[src/rtl/regfile_wb_arbiter.sv]
// Write-back arbiter for the RegisterFile write port: two one-entry slots (ALU, memory),
// age-then-round-robin issue. Define WB_BYPASS_EN to forward pending writes onto data1/data2.
module regfile_wb_arbiter #(
  parameter int DATA_W = 64,
  parameter int ADDR_W = 5
) (
  input  logic              clk,
  input  logic              reset,
  input  logic              alu_valid,
  output logic              alu_ready,
  input  logic [ADDR_W-1:0] alu_rd,
  input  logic [DATA_W-1:0] alu_d,
  input  logic              mem_valid,
  output logic              mem_ready,
  input  logic [ADDR_W-1:0] mem_rd,
  input  logic [DATA_W-1:0] mem_d,
  output logic [ADDR_W-1:0] rf_rd,
  output logic [DATA_W-1:0] rf_d,
  output logic              rf_wr,
  input  logic [ADDR_W-1:0] rn,
  input  logic [ADDR_W-1:0] rm,
  input  logic [DATA_W-1:0] rf_data1,
  input  logic [DATA_W-1:0] rf_data2,
  output logic [DATA_W-1:0] data1,
  output logic [DATA_W-1:0] data2,
  output logic [15:0]       wr_count,
  output logic              idle
);

  localparam logic [ADDR_W-1:0] XZR = {ADDR_W{1'b1}};

  logic              alu_v_r, mem_v_r;
  logic [ADDR_W-1:0] alu_rd_r, mem_rd_r;
  logic [DATA_W-1:0] alu_d_r, mem_d_r;
  logic              alu_older_r, tie_r, last_mem_r;

  logic alu_load_s, mem_load_s, alu_first_s;
  logic gnt_alu_s, gnt_mem_s, alu_stays_s, mem_stays_s;

  assign alu_ready  = ~alu_v_r;
  assign mem_ready  = ~mem_v_r;
  assign idle       = ~alu_v_r & ~mem_v_r & ~rf_wr;
  // XZR writes complete the handshake but never occupy a slot
  assign alu_load_s = alu_valid & ~alu_v_r & (alu_rd != XZR);
  assign mem_load_s = mem_valid & ~mem_v_r & (mem_rd != XZR);
  // Same-edge arrivals have no age winner, so the side not granted last goes first
  assign alu_first_s = tie_r ? last_mem_r : alu_older_r;
  assign alu_stays_s = alu_v_r & ~gnt_alu_s;
  assign mem_stays_s = mem_v_r & ~gnt_mem_s;

  // Grant selection between the two slots
  always_comb begin
    gnt_alu_s = 1'b0;
    gnt_mem_s = 1'b0;
    if (alu_v_r && mem_v_r) begin
      gnt_alu_s = alu_first_s;
      gnt_mem_s = ~alu_first_s;
    end else if (alu_v_r) begin
      gnt_alu_s = 1'b1;
    end else if (mem_v_r) begin
      gnt_mem_s = 1'b1;
    end else begin
      gnt_alu_s = 1'b0;
      gnt_mem_s = 1'b0;
    end
  end

  // Slot fill/free
  always_ff @(posedge clk or posedge reset) begin
    if (reset) begin
      alu_v_r  <= 1'b0;
      mem_v_r  <= 1'b0;
      alu_rd_r <= '0;
      mem_rd_r <= '0;
      alu_d_r  <= '0;
      mem_d_r  <= '0;
    end else begin
      if (alu_load_s) begin
        alu_v_r  <= 1'b1;
        alu_rd_r <= alu_rd;
        alu_d_r  <= alu_d;
      end else if (gnt_alu_s) begin
        alu_v_r <= 1'b0;
      end
      if (mem_load_s) begin
        mem_v_r  <= 1'b1;
        mem_rd_r <= mem_rd;
        mem_d_r  <= mem_d;
      end else if (gnt_mem_s) begin
        mem_v_r <= 1'b0;
      end
    end
  end

  // Age, tie and round-robin history
  always_ff @(posedge clk or posedge reset) begin
    if (reset) begin
      alu_older_r <= 1'b0;
      tie_r       <= 1'b0;
      last_mem_r  <= 1'b1;
    end else begin
      if (alu_load_s && mem_load_s) begin
        tie_r <= 1'b1;
      end else if (gnt_alu_s || gnt_mem_s) begin
        tie_r <= 1'b0;
      end
      // A lone arrival is younger than whatever stays in the other slot
      if (alu_load_s && !mem_load_s) begin
        alu_older_r <= ~mem_stays_s;
      end else if (mem_load_s && !alu_load_s) begin
        alu_older_r <= alu_stays_s;
      end
      if (gnt_mem_s) begin
        last_mem_r <= 1'b1;
      end else if (gnt_alu_s) begin
        last_mem_r <= 1'b0;
      end
    end
  end

  // Write-port issue and committed-write counter
  always_ff @(posedge clk or posedge reset) begin
    if (reset) begin
      rf_wr    <= 1'b0;
      rf_rd    <= '0;
      rf_d     <= '0;
      wr_count <= 16'd0;
    end else begin
      wr_count <= wr_count + {15'd0, rf_wr};
      if (gnt_alu_s) begin
        rf_wr <= 1'b1;
        rf_rd <= alu_rd_r;
        rf_d  <= alu_d_r;
      end else if (gnt_mem_s) begin
        rf_wr <= 1'b1;
        rf_rd <= mem_rd_r;
        rf_d  <= mem_d_r;
      end else begin
        rf_wr <= 1'b0;
      end
    end
  end

`ifdef WB_BYPASS_EN
  logic              yng_v_s, old_v_s;
  logic [ADDR_W-1:0] yng_rd_s, old_rd_s;
  logic [DATA_W-1:0] yng_d_s, old_d_s;

  function automatic logic [DATA_W-1:0] fwd_sel(
    input logic [ADDR_W-1:0] addr, input logic [DATA_W-1:0] dflt,
    input logic yv, input logic [ADDR_W-1:0] y_rd, input logic [DATA_W-1:0] yd,
    input logic ov, input logic [ADDR_W-1:0] o_rd, input logic [DATA_W-1:0] od,
    input logic iv, input logic [ADDR_W-1:0] i_rd, input logic [DATA_W-1:0] id);
    if (addr == XZR) return dflt;
    else if (yv && (y_rd == addr)) return yd;
    else if (ov && (o_rd == addr)) return od;
    else if (iv && (i_rd == addr)) return id;
    else return dflt;
  endfunction

  // The slot issued second holds the most recent value
  assign yng_v_s  = alu_first_s ? mem_v_r  : alu_v_r;
  assign yng_rd_s = alu_first_s ? mem_rd_r : alu_rd_r;
  assign yng_d_s  = alu_first_s ? mem_d_r  : alu_d_r;
  assign old_v_s  = alu_first_s ? alu_v_r  : mem_v_r;
  assign old_rd_s = alu_first_s ? alu_rd_r : mem_rd_r;
  assign old_d_s  = alu_first_s ? alu_d_r  : mem_d_r;

  // Read-port forwarding
  always_comb begin
    data1 = fwd_sel(rn, rf_data1, yng_v_s, yng_rd_s, yng_d_s, old_v_s, old_rd_s, old_d_s,
                    rf_wr, rf_rd, rf_d);
    data2 = fwd_sel(rm, rf_data2, yng_v_s, yng_rd_s, yng_d_s, old_v_s, old_rd_s, old_d_s,
                    rf_wr, rf_rd, rf_d);
  end
`else
  logic unused_raddr_s;
  assign unused_raddr_s = ^{rn, rm};
  assign data1 = rf_data1;
  assign data2 = rf_data2;
`endif

endmodule

[config.mk]
export PLATFORM = sky130hd
export DESIGN_NAME = regfile_wb_arbiter
export DESIGN_NICKNAME = d
export VERILOG_FILES = /design/src/rtl/regfile_wb_arbiter.sv
export SDC_FILE = /design/constraint.sdc
export NUM_CORES = 1
export LEC_CHECK = 0
export ABC_AREA = 0
export BUFFER_PORTS_ARGS = -buffer_cell sky130_fd_sc_hd__buf_2
export CAP_MARGIN = 20
export CORE_AREA = 2 2 192 194
export DETAILED_ROUTE_END_ITERATION = 16
export DIE_AREA = 0 0 194 196
export MAX_ROUTING_LAYER = met4
export SYNTH_ARGS = -nofsm -noshare
export SYNTH_HDL_FRONTEND = slang
export SYNTH_SLANG_ARGS = --single-unit
[constraint.sdc]
create_clock -name clk -period 6.55 [get_ports clk]
set_input_delay 0.3275 -clock clk [delete_from_list [all_inputs] [get_ports clk]]
set_output_delay 0.3275 -clock clk [all_outputs]
set_load 0.02 [all_outputs]
* After elaboration in Yosys (flattened, before gate mapping) *
Cells that the tools add are included.

cells by class
  magnitude comparators = 0
  add/sub/neg operators = 1
  div/mod/pow operators = 0
  shift-type cells = 0
  muxes and demuxes = 21
  bitwise logic cells = 15
  multiply operators = 0
  reduce and logical (&&, ||, !) cells = 12
  equal/unequal tests = 2

operators with widths
  cell                                   number
  2-to-1 mux 64 bit                      2
  2-to-1 mux 1 bit                       17
  adder 16 x 1 -> 16 bit                 1
  2-to-1 mux 5 bit                       2
  != test 5 bit (second input constant)  2
  nonzero test 2 bit                     5
  AND 1 bit                              8
  NOT 1 bit                              7
  logical AND 1 bit                      4
  logical NOT 1 bit                      2
  logical OR 1 bit                       1

word-level totals
  register bits = 229
  memory bits (writable) = 0
  memories = 0
  latch bits = 0
  ROM bits = 0
  word-level logic and storage cells = 64

* Logic depth before layout (Yosys ltp) *
  depth in word-level cells = 7
  gate-level depth with buffers = 7
  mapped depth without buffers = 6

* Least setup slack after synthesis *
Ideal clock, no wire load.

  path kind = register to output
  start point = register mem_v_r
  end point = output idle
  data arrival time = 1402 ps
  path buffers = 2
  path slack = 4820 ps
  required time = 6222 ps
  cell stages (with the launch flop) = 6
  cells stage by stage = dfrtp_1 > buf_2 > inv_1 > clkbuf_1 > nand2_1 > nor2_1

on the way
  cells in the longest elaborated chain, start to end = 3

RTL lines
  what                    line  text
  start, declared         32    logic alu_v_r, mem_v_r;
  start signal, assigned  72    mem_v_r <= 1'b0;
  start signal, assigned  86    mem_v_r <= 1'b1;
  start signal, assigned  90    mem_v_r <= 1'b0;
  NOT 1 bit               -
  via mem_ready           14    output logic mem_ready,
  AND 1 bit (2 in a row)  42    assign idle = ~alu_v_r & ~mem_v_r & ~rf_wr;
  end, declared           27    output logic idle

The timed path passes the listed nets, and every way through them passes these cells.

* Worst setup path in the final report *
  start point = register alu_v_r
  end point = register rf_d[21]

on the way
  cells in the longest elaborated chain, start to end = 3
  elaborated cells on any way between the ends = 7
  those cells by class = mux (5); reduce/logical (2)

RTL lines
  what                                                     line    text
  start, declared                                          32
  start signal, assigned                                   71      alu_v_r <= 1'b0;
  start signal, assigned                                   79      alu_v_r <= 1'b1;
  start signal, assigned                                   83      alu_v_r <= 1'b0;
  2-to-1 mux 1 bit or logical AND 1 bit (tied branches)    58, 55
  2-to-1 mux 1 bit                                         55      if (alu_v_r && mem_v_r) begin
  2-to-1 mux 64 bit or nonzero test 2 bit (tied branches)  -
  end signal, assigned                                     133     rf_d <= alu_d_r;
  end signal, assigned                                     137     rf_d <= mem_d_r;
  end, declared                                            18      output logic [DATA_W-1:0] rf_d,

Parallel ways exist; a longest one is shown, timed or not.
A chain may end at the register's enable or synchronous reset.

==> impl_metrics.csv <==
group,metric,value,unit
die,dieHeight,196,µm
power_and_ir_drop,peakVddDrop,0.279,mV
yosys,synth-adder-area-share,0.00480,
timing,drv_slew,0,
yosys,synth-simple-area-share,0.0519,
yosys,synth_area,10400,µm²
grt,grt_pass1_wl,48600,µm
setup_path,r2r_cells,4,
yosys,synth_xor_area_frac,0.0117,
drt,wl_per_cell,22.3,µm
timing,period_minus_slack,3.02,ns
placed_design,place_hpwl,21800,µm
yosys,synth_compound_area_frac,0.0856,
die,initial_core_util,0.289,
cts,clock_latency,0.55,ns
cts,cts.htree.levels,1,
setup_path,cp.required,6.98,ns
grt,antenna_found_initial,1,
grt,grt_start_max_net_pins,78,
worst_hold_path,min_path_type,"input pin to flop",
timing,worst_pin_slew,1.07,ns
cts,cts.sinks,229,
yosys,synth.avg_cell_area,13.6,µm²
grt,grt_usage,0.172,
setup_path,reg2reg_slack,3.53,ns
timing,fin_setup_tns,0,ns
cells_and_area,nNetsFinal,1274,
drt,viasPerCell,4.76,
setup_path,start_kind,"flop",
setup_path,r2r-start,"alu_v_r",
setup_path,endpoint,"rf_d[21]",
drt,post-route-drc-count,0,
timing,skew,0.00952,ns
yosys,yosysSeqAreaShare,0.549,
yosys,synth.net_count,1054,
outcome,status,"finished, final reports clean",
yosys,yosys_warnings,0,
timing,post-route-period-util,0.460,
yosys,netlist_instances,770,
cts,cts_tree,"built",
cells_and_area,final_cells,1479,
cts,cts-root-buf,"clkbuf_16",
setup_path,worst-path-max-fanout,70,
grt,grt-ovfl-total,0,
timing,max_slew_margin,0.284,
flow_run,cap_viol_max_count,0,
cells_and_area,nFillCells,3492,
yosys,ys_types,31,
drt,vias,7040,
drt,routed_wl,33000,µm
cells_and_area,post_route_cells_drive_above_1_share,0.477,
drt,detail-route-antenna-nets,0,
yosys,muxShareOfSynthArea,0.171,
timing,setup_viol,0,
timing,grt_setup_unrepaired,"false",
setup_path,critPathKind,"flop to flop",
power_and_ir_drop,p_leak,5.77,nW
timing,fmax,0.332,GHz
setup_path,cp.arrival,3.45,ns
drt,first_iter_violations,236,
yosys,synth_top_family_by_area,"multiplexers",
die,die_x,194,µm
placed_design,portBuffers,230,
yosys,ys_ff_latch,229,
placed_design,place.gp.congestion,0.788,
cts,clkTransAtPathRegs,0.06,ns
die,core-area,36100,µm²
setup_path,r2r-end,"rf_d[21]",
setup_path,worst_setup_path_end_kind,"flop",
cells_and_area,design_area,13100,µm²
placed_design,dp.cells,1305,
cts,cts_buffers,26,
power_and_ir_drop,power.density,430,nW/µm²
die,rows,70,
cts,clk_path_buf_depth,3,
cells_and_area,syn_to_final_growth,25.7,%
die,dieArea,38000,µm²
grt,grt_pass1_vias,7543,
drt,drtPass1Iterations,4,
cts,cts_resized,0,
timing,hold_viol_final,0,
placed_design,post_dp_cell_area,11000,µm²
die,ioPinCount,497,
setup_path,startpoint,"alu_v_r",
==> layout by cell type, fill, tap and decap left out, types with 6 or more instances in the layout <==
cell type      netlist  final
mux2_2             123    123
buf_2               14    230
clkbuf_1            10      6
mux2_1              11     11
nand3_1              7      7
clkbuf_8             0      9
dlygate4sd3_1        0    124
nand2_1             34     33
mux2i_1             28     28
and3_1               6      6
xnor2_1             11     11
or3_1               42     42
clkbuf_16            0     26
dfrtp_1            228    227
o221a_2             67     67
buf_4              132      9
==> per-stage QoR <==
| stage | worst slack [ns] | hold slack (ns) | power, mW | util |
|---|---|---|---|---|
| global placement | 3.36 | 0.393 | 4.10 | 0.305 |
| finish | 3.53 | 0.0303 | 5.64 | 0.364 |
| CTS | 3.42 | 0.000942 | 5.71 | 0.363 |
| detailed placement | 3.43 | 0.388 | 4.14 | 0.305 |
| global route | 3.31 | 0.00737 | 5.96 | 0.364 |
| floorplan | 3.23 | 0.447 | 3.66 | - |
==> sequential cells by signal, indices dropped and copies added, names as in the netlist, 5 cells and up <==
name      cells
alu_d_r      64
mem_d_r      64
rf_d         64
wr_count     16
alu_rd_r      5
mem_rd_r      5
rf_rd         5
==> synth_stat cells <==
| cell | count | share of area |
|---|---|---|
| ha_1 | 4 | 0.0048 |
| clkbuf_1 | 10 | 0.0036 |
| a31oi_4 | 2 | 0.0041 |
| dfrtp_1 | 228 | 0.55 |
| o221a_1 | 2 | 0.0022 |
| a22oi_1 | 1 | 0.00072 |
| mux2_2 | 123 | 0.13 |
| dfstp_2 | 1 | 0.0025 |
| nand2b_1 | 3 | 0.0018 |
| xor2_1 | 3 | 0.0025 |
| and4_1 | 2 | 0.0017 |
| nand4_1 | 4 | 0.0024 |
| o21ai_0 | 3 | 0.0014 |
| a31o_2 | 1 | 0.00084 |
| mux2i_1 | 28 | 0.027 |
| inv_1 | 4 | 0.0014 |
| buf_6 | 17 | 0.018 |
| nor2_1 | 3 | 0.0011 |
| buf_4 | 132 | 0.095 |
| nand2_1 | 34 | 0.012 |
| xnor2_1 | 11 | 0.0092 |
| inv_2 | 1 | 0.00036 |
| and3_1 | 6 | 0.0036 |
| nand3_1 | 7 | 0.0034 |
| o221a_2 | 67 | 0.072 |
| or3_1 | 42 | 0.025 |
| mux2_1 | 11 | 0.012 |
| a21o_1 | 1 | 0.00072 |
| o22a_1 | 4 | 0.0034 |
| buf_2 | 14 | 0.0067 |
| and2_1 | 1 | 0.00060 |
==> logic make-up (layout without fill, tap and decap cells) <==
group / after synthesis / count (layout)
flops: 229 / 229
buf+inv: 178 / 418
mux: 162 / 162
simple gates: 102 / 102
compound gates: 81 / 81
xor+xnor: 14 / 14
fa+ha+maj: 4 / 4
other cells: 0 / 1
==> layer usage <==
| metal | share of wire | up-vias | global-route usage |
|---|---|---|---|
| met5 | 0 | - | - |
| met4 | 0.035 | 0 | 0.0584 |
| met3 | 0.13 | 71 | 0.0937 |
| met2 | 0.47 | 368 | 0.274 |
| met1 | 0.37 | 3504 | 0.182 |
| li1 | - | 3097 | - |
==> timing repair <==
item | 4_1_cts | 5_1_grt
buffers inserted | 0 | 0
endpoints found under the hold margin | 139 | 1
hold buffers | 123 | 1
==> worst max-delay path: stages (launching register included) <==
cell and delay [ns]:
dfrtp_4 0.66, nand2b_1 0.68, buf_4 0.38, nand2_4 0.54
o221a_2 0.56
==> final cells by class <==
type                            instances  area (µm²)  area share
Clock inverter                          7        75.1     0.00572
Clock buffer                           41         797      0.0607
Tap cell                              468         586      0.0446
Antenna cell                            1        2.50    0.000191
Inverter                                5        22.5     0.00172
Multi-Input combinational cell        363        3410       0.260
Timing Repair Buffer                  365        2500       0.190
Sequential cell                       229        5740       0.437
==> worst min path at each step <==
stage	startpoint	end	slack (ns)	depth (start not counted)
2_1_floorplan	alu_older_r	alu_older_r	0.45	2
3_3_place_gp	reset	alu_d_r[33]	0.39	2
3_5_place_dp	reset	rf_d[32]	0.39	2
4_1_cts	alu_d[26]	alu_d_r[26]	0.0009	2
5_1_grt	alu_d[51]	alu_d_r[51]	0.007	2
6_report	alu_d[26]	alu_d_r[26]	0.03	2
==> where the power goes <==
part	total, mW	switching, mW	internal [mW]
sequential	2.27	0.327	1.94
clock	1.47	0.600	0.874
combinational	1.90	1.00	0.899
No activity file was read; power rests on OpenSTA's default activity.
